===== src/rtl/cdb_wb_arbiter.sv =====
// Writeback scheduler: per-unit completion buffers feeding one registered CDB / PRF write / ROB-done port.
//   cdb_wb_fifo    - small circular buffer with head/tail pointers and an occupancy count.
//   cdb_wb_arbiter - top: clk, rst (async, active-low), squash_i, src_vld_i/src_rdy_o/src_*_i per source,
//                    cdb_vld_o/cdb_tag_o/cdb_value_o, preg_wr_en_o, rob_done_o/rob_idx_o, grant_o (one-hot).

// Generic FIFO: DEPTH entries of W bits, head entry visible combinationally on rd_dat.
// Latency: a push at edge N is readable after edge N; count is registered.
// Backpressure: caller must not push when count == DEPTH nor pop when count == 0; flush empties it.
module cdb_wb_fifo #(
    parameter int W     = 8,
    parameter int DEPTH = 2
) (
    input  logic                   clk,
    input  logic                   rst,
    input  logic                   flush,
    input  logic                   push,
    input  logic                   pop,
    input  logic [W-1:0]           wr_dat,
    output logic [W-1:0]           rd_dat,
    output logic [$clog2(DEPTH):0] count
);
    localparam int PTR_W = $clog2(DEPTH);

    logic [W-1:0]     mem [DEPTH];
    logic [PTR_W-1:0] head;
    logic [PTR_W-1:0] tail;

    // DEPTH is a power of two, so the pointers wrap naturally.
    always_ff @(posedge clk or negedge rst) begin
        if (!rst) begin
            head  <= '0;
            tail  <= '0;
            count <= '0;
        end else if (flush) begin
            head  <= '0;
            tail  <= '0;
            count <= '0;
        end else begin
            if (push) tail <= tail + 1'b1;
            if (pop)  head <= head + 1'b1;
            case ({push, pop})
                2'b10:   count <= count + 1'b1;
                2'b01:   count <= count - 1'b1;
                default: count <= count;
            endcase
        end
    end

    always_ff @(posedge clk) begin
        if (push && !flush) mem[tail] <= wr_dat;
    end

    assign rd_dat = mem[head];
endmodule

// Round-robin writeback arbiter: one buffered result per cycle onto a registered CDB.
// Latency: 2 cycles from accept to CDB (buffer write, then output register).
// Backpressure: src_rdy_o[i] drops when buffer i is full (registered count, no pass-through); squash empties all.
module cdb_wb_arbiter #(
    parameter int NUM_SRC   = 3,
    parameter int BUF_DEPTH = 2,
    parameter int PRF_IDX_W = 6,
    parameter int ROB_IDX_W = 5,
    parameter int ZERO_TAG  = 31
) (
    input  logic                           clk,
    input  logic                           rst,
    input  logic                           squash_i,
    input  logic [NUM_SRC-1:0]             src_vld_i,
    output logic [NUM_SRC-1:0]             src_rdy_o,
    input  logic [NUM_SRC*PRF_IDX_W-1:0]   src_tag_i,
    input  logic [NUM_SRC*64-1:0]          src_value_i,
    input  logic [NUM_SRC*ROB_IDX_W-1:0]   src_rob_idx_i,
    output logic                           cdb_vld_o,
    output logic [PRF_IDX_W-1:0]           cdb_tag_o,
    output logic [63:0]                    cdb_value_o,
    output logic                           preg_wr_en_o,
    output logic                           rob_done_o,
    output logic [ROB_IDX_W-1:0]           rob_idx_o,
    output logic [NUM_SRC-1:0]             grant_o
);
    localparam int RR_W  = (NUM_SRC > 1) ? $clog2(NUM_SRC) : 1;
    localparam int CNT_W = $clog2(BUF_DEPTH) + 1;
    localparam logic [PRF_IDX_W-1:0] ZTAG = PRF_IDX_W'(ZERO_TAG);

    typedef struct packed {
        logic [PRF_IDX_W-1:0] tag;
        logic [63:0]          value;
        logic [ROB_IDX_W-1:0] rob_idx;
    } entry_t;

    entry_t             wr_ent   [NUM_SRC];
    entry_t             head_ent [NUM_SRC];
    logic [CNT_W-1:0]   count    [NUM_SRC];
    logic [NUM_SRC-1:0] push;
    logic [NUM_SRC-1:0] pop;
    logic [NUM_SRC-1:0] empty;

    logic [RR_W-1:0]    rr_ptr;
    logic [RR_W-1:0]    rr_nxt;
    logic [RR_W-1:0]    cand;
    logic [RR_W-1:0]    win_idx;
    logic               win_vld;

    logic               nxt_vld;
    logic [PRF_IDX_W-1:0] nxt_tag;
    logic [63:0]        nxt_value;
    logic [ROB_IDX_W-1:0] nxt_rob;
    logic [NUM_SRC-1:0] nxt_grant;

    for (genvar g = 0; g < NUM_SRC; g++) begin : g_src
        assign wr_ent[g] = '{tag:     src_tag_i[g*PRF_IDX_W +: PRF_IDX_W],
                             value:   src_value_i[g*64 +: 64],
                             rob_idx: src_rob_idx_i[g*ROB_IDX_W +: ROB_IDX_W]};
        assign src_rdy_o[g] = count[g] < CNT_W'(BUF_DEPTH);
        assign empty[g]     = count[g] == '0;
        // Squash wins over both enqueue and dequeue.
        assign push[g] = src_vld_i[g] && src_rdy_o[g] && !squash_i;
        assign pop[g]  = win_vld && (win_idx == RR_W'(g)) && !squash_i;

        cdb_wb_fifo #(
            .W     ($bits(entry_t)),
            .DEPTH (BUF_DEPTH)
        ) u_buf (
            .clk    (clk),
            .rst    (rst),
            .flush  (squash_i),
            .push   (push[g]),
            .pop    (pop[g]),
            .wr_dat (wr_ent[g]),
            .rd_dat (head_ent[g]),
            .count  (count[g])
        );
    end

    // First non-empty buffer at or after rr_ptr, wrapping modulo NUM_SRC.
    always_comb begin
        win_vld = 1'b0;
        win_idx = '0;
        cand    = '0;
        for (int k = 0; k < NUM_SRC; k++) begin
            cand = RR_W'((int'(rr_ptr) + k) % NUM_SRC);
            if (!win_vld && !empty[cand]) begin
                win_vld = 1'b1;
                win_idx = cand;
            end
        end
    end

    always_comb begin
        nxt_vld   = 1'b0;
        nxt_tag   = ZTAG;
        nxt_value = '0;
        nxt_rob   = '0;
        nxt_grant = '0;
        rr_nxt    = rr_ptr;
        if (win_vld && !squash_i) begin
            nxt_vld            = 1'b1;
            nxt_tag            = head_ent[win_idx].tag;
            nxt_value          = head_ent[win_idx].value;
            nxt_rob            = head_ent[win_idx].rob_idx;
            nxt_grant[win_idx] = 1'b1;
            rr_nxt             = (win_idx == RR_W'(NUM_SRC - 1)) ? '0 : win_idx + 1'b1;
        end
    end

    always_ff @(posedge clk or negedge rst) begin
        if (!rst) begin
            rr_ptr      <= '0;
            cdb_vld_o   <= 1'b0;
            rob_done_o  <= 1'b0;
            cdb_tag_o   <= ZTAG;
            cdb_value_o <= '0;
            rob_idx_o   <= '0;
            grant_o     <= '0;
        end else begin
            rr_ptr      <= rr_nxt;
            cdb_vld_o   <= nxt_vld;
            rob_done_o  <= nxt_vld;
            cdb_tag_o   <= nxt_tag;
            cdb_value_o <= nxt_value;
            rob_idx_o   <= nxt_rob;
            grant_o     <= nxt_grant;
        end
    end

    // The zero tag still completes in the ROB but must never reach the register file.
    assign preg_wr_en_o = cdb_vld_o && (cdb_tag_o != ZTAG);
endmodule


===== config.mk =====
export PLATFORM = sky130hd
export DESIGN_NAME = cdb_wb_arbiter
export DESIGN_NICKNAME = d
export VERILOG_FILES = /design/src/rtl/cdb_wb_arbiter.sv
export SDC_FILE = /design/constraint.sdc
export NUM_CORES = 1
export LEC_CHECK = 0
export BUFFER_PORTS_ARGS = -buffer_cell sky130_fd_sc_hd__clkbuf_2
export CAP_MARGIN = 30
export CELL_PAD_IN_SITES_DETAIL_PLACEMENT = 0
export CELL_PAD_IN_SITES_GLOBAL_PLACEMENT = 2
export CORE_MARGIN = 2
export CORE_UTILIZATION = 40
export CTS_BUF_LIST = sky130_fd_sc_hd__clkbuf_16
export CTS_CLUSTER_SIZE = 30
export DETAILED_ROUTE_END_ITERATION = 12
export PLACE_DENSITY = 0.86
export SLEW_MARGIN = 40
export SYNTH_ARGS = -nofsm -noshare
export SYNTH_HDL_FRONTEND = slang
export SYNTH_SLANG_ARGS = --single-unit

===== constraint.sdc =====
create_clock -name clk -period 7.4 [get_ports clk]
set_input_delay 0.74 -clock clk [delete_from_list [all_inputs] [get_ports clk]]
set_output_delay 0.74 -clock clk [all_outputs]
set_load 0.02 [all_outputs]

==> impl_metrics.tcl <==
set metrics [dict create \
    outcome "finished clean" \
    cts_resized 0 \
    coreArea_um2 52600 \
    maxCapViolCount 0 \
    synthMuxAreaShare_pct 14.3 \
    grt_pass1_wl_um 81800 \
    report.final.setup_viol 0 \
    drtIter0Drc 812 \
    synth-edff-count 450 \
    top_layer "met5" \
    synth_compound_gate_area_share_pct 5.19 \
    grt-ovfl-total 0 \
    r2r_cells 8 \
    tns_ps 0 \
    dr_wl_met2_um 26700 \
    wl_um 54800 \
    syn_nets 1441 \
    drt-met1-wl_um 23500 \
    tightest_slew_ps 815 \
    nFillCells 4476 \
    synth_ff_type "edfxtp_1" \
    ant_nets 0 \
    netlist_area_um2 21300 \
    clk_pin_slew_ps 60 \
    root_buffer "clkbuf_16" \
    end_kind "flop" \
    fin_crit_ps 3490 \
    first_global_vias 12748 \
    power-per-cell-area_nw_per_um2 412 \
    worst-setup-path-type "reg -> reg" \
    final_cell_mix "edfxtp_1 (450), clkbuf_2 (313), mux2i_1 (297)" \
    wl_per_cell_um 24.2 \
    cts_setup_buffers 0 \
    route.met3.wl_um 3040 \
    synth_top_family_by_area "multiplexers" \
    finalCritPeriodShare_pct 47.2 \
    postLayoutCellArea_um2 25500 \
    dpl_cell_area_um2 23600 \
    rsz0062_at_grt "false" \
    track_usage_pct 19.8 \
    io_pins 315 \
    synth.avg_cell_area_um2 17.6 \
    drcViolationCount 0 \
    clk_path_buf_depth 3 \
    io_buffers 314 \
    areaGrowthSynthToFinish_pct 19.7 \
    htreeDepth 2 \
    final_hold_viol_count 0 \
    async_flop_share_pct 17.1 \
    worstPathRequired_ps 7930 \
    yosysSeqAreaShare_pct 74.5 \
    max_slew_margin_pct 45.7 \
    dp_hpwl_um 33200 \
    cts.sinks 543 \
    p_leak_nw 9.60 \
    synth_fa_ha_area_share_pct 0.176 \
    start_kind "flop" \
    nets 1758 \
    netlist_top_cells_area "edfxtp_1 (63%), mux2i_1 (14%), dfrtp_1 (10%)" \
    ir_drop_uv 386 \
    crit_arrival_ps 4020 \
    vias 12056 \
    antenna_found_initial 16 \
    clk_latency_ps 610 \
    yosys_warnings 0 \
    fp.dieH_um 235 \
    synth_top_cell_area_share_pct 63.5 \
    drtPass1Iterations 5 \
    finalHoldWorstSlack_ps 181 \
    synth_simple_gate_area_share_pct 3.37 \
    ys_ff_latch 543 \
    final_util_pct 48.5 \
    grt_max_degree 71 \
    fin_worst_skew_ps 26.9 \
    synthXorXnorAreaFrac_pct 0.165 \
    final_common_cell "edfxtp_1" \
    die-area_um2 55100 \
    initial_core_util_pct 40.5 \
    ctsHoldBuffers 0 \
    synth_top_area_cell "edfxtp_1" \
    hp-class "in -> async" \
    row_count 84 \
    synth.distinct_cells 65 \
    cts_tree "done" \
    numCtsBuffers 56 \
    synth_cells 1207 \
    gp_congestion 0.844 \
    dieWidth_um 235 \
    clock.fmax_mhz 287 \
    power_mw 10.5 \
    crit_path_max_fanout 21 \
    slew_viol_final 0 \
    post_drt_via_cell_ratio 5.32 \
    drive_above_1_share_pct 29.6 \
]
cell usage after synthesis (all sizes together), types with 6 or more instances:
cell and number:
edfxtp 450, mux2i 297, dfrtp 88, nor3 77, o22a 70, clkbuf 46, buf 34, nor2 12
inv 11, a21oi 10, o21ai 9, mux2 7, nand2 7, a31oi 6, nor4 6, or3 6
cell families (layout without fill, tap and decap cells):
group,count (synthesis),in the layout
adder cells (fa/ha/maj),3,3
buffers and inverters,91,456
AO/OA/AOI/OAI,132,132
other,0,8
AND/OR/NAND/NOR,130,130
flip-flops,543,543
multiplexers,304,304
XOR/XNOR,4,4
layout make-up:
cell class | instances | area, µm² | share of cell area (%)
Antenna cell | 8 | 20.0 | 0.0786
Clock buffer | 57 | 1430 | 5.60
Clock inverter | 49 | 430 | 1.69
Inverter | 11 | 41.3 | 0.162
Multi-Input combinational cell | 573 | 5020 | 19.7
Sequential cell | 543 | 15900 | 62.2
Tap cell | 688 | 861 | 3.38
Timing Repair Buffer | 339 | 1820 | 7.15
final timing paths:
check / startpoint / end / slack (ps)
setup reg to reg: rr_ptr[0] / cdb_tag_o[3] / 3910
hold reg to reg: g_src[2].u_buf.mem[0][69] / cdb_tag_o[0] / 570
hold / removal: rst / cdb_value_o[50] / 180
setup / recovery: rr_ptr[0] / cdb_tag_o[3] / 3910
max in group asynchronous: rst / cdb_value_o[4] / 6190
min in group clk: src_value_i[185] / g_src[2].u_buf.mem[1][62] / 320
worst max-delay path, stage by stage, from the launching register on:
cell,delay [ps]
dfrtp_1,350
inv_1,80
ha_1,510
or3_1,410
mux2_2,330
o22ai_4,630
buf_4,530
mux2_2,410
o221ai_2,160
per-stage QoR:
stage | setup slack [ps] | cells
floorplan | 127 | 1207
global placement | 4010 | 2152
global route | 3710 | 2265
finish | 3910 | 2268
detailed placement | 3930 | 2153
CTS | 3900 | 2259
where the power goes:
group	switching, mW	total (mW)	leakage, nW	internal, mW
clock	1.17	2.82	0.928	1.65
combinational	2.37	3.71	3.35	1.34
sequential	0.212	3.97	5.32	3.76
total	3.76	10.5	9.60	6.75
layer usage:
metal	GRT usage [%]	vias to the layer above
met3	4.12	98
li1	-	5418
met2	32.9	325
met5	0	-
met4	6.71	16
met1	26.0	6199
registers in the layout, indices dropped and copies added, names as in the netlist:
signal,flops
g_src.u_buf.mem,450
g_src.u_buf.head,3
rob_idx_o,5
grant_o,3
rr_ptr,2
cdb_tag_o,6
rob_done_o,1
g_src.u_buf.count,6
cdb_value_o,64
g_src.u_buf.tail,3
Note: power is estimated with default switching activity, not from simulation.
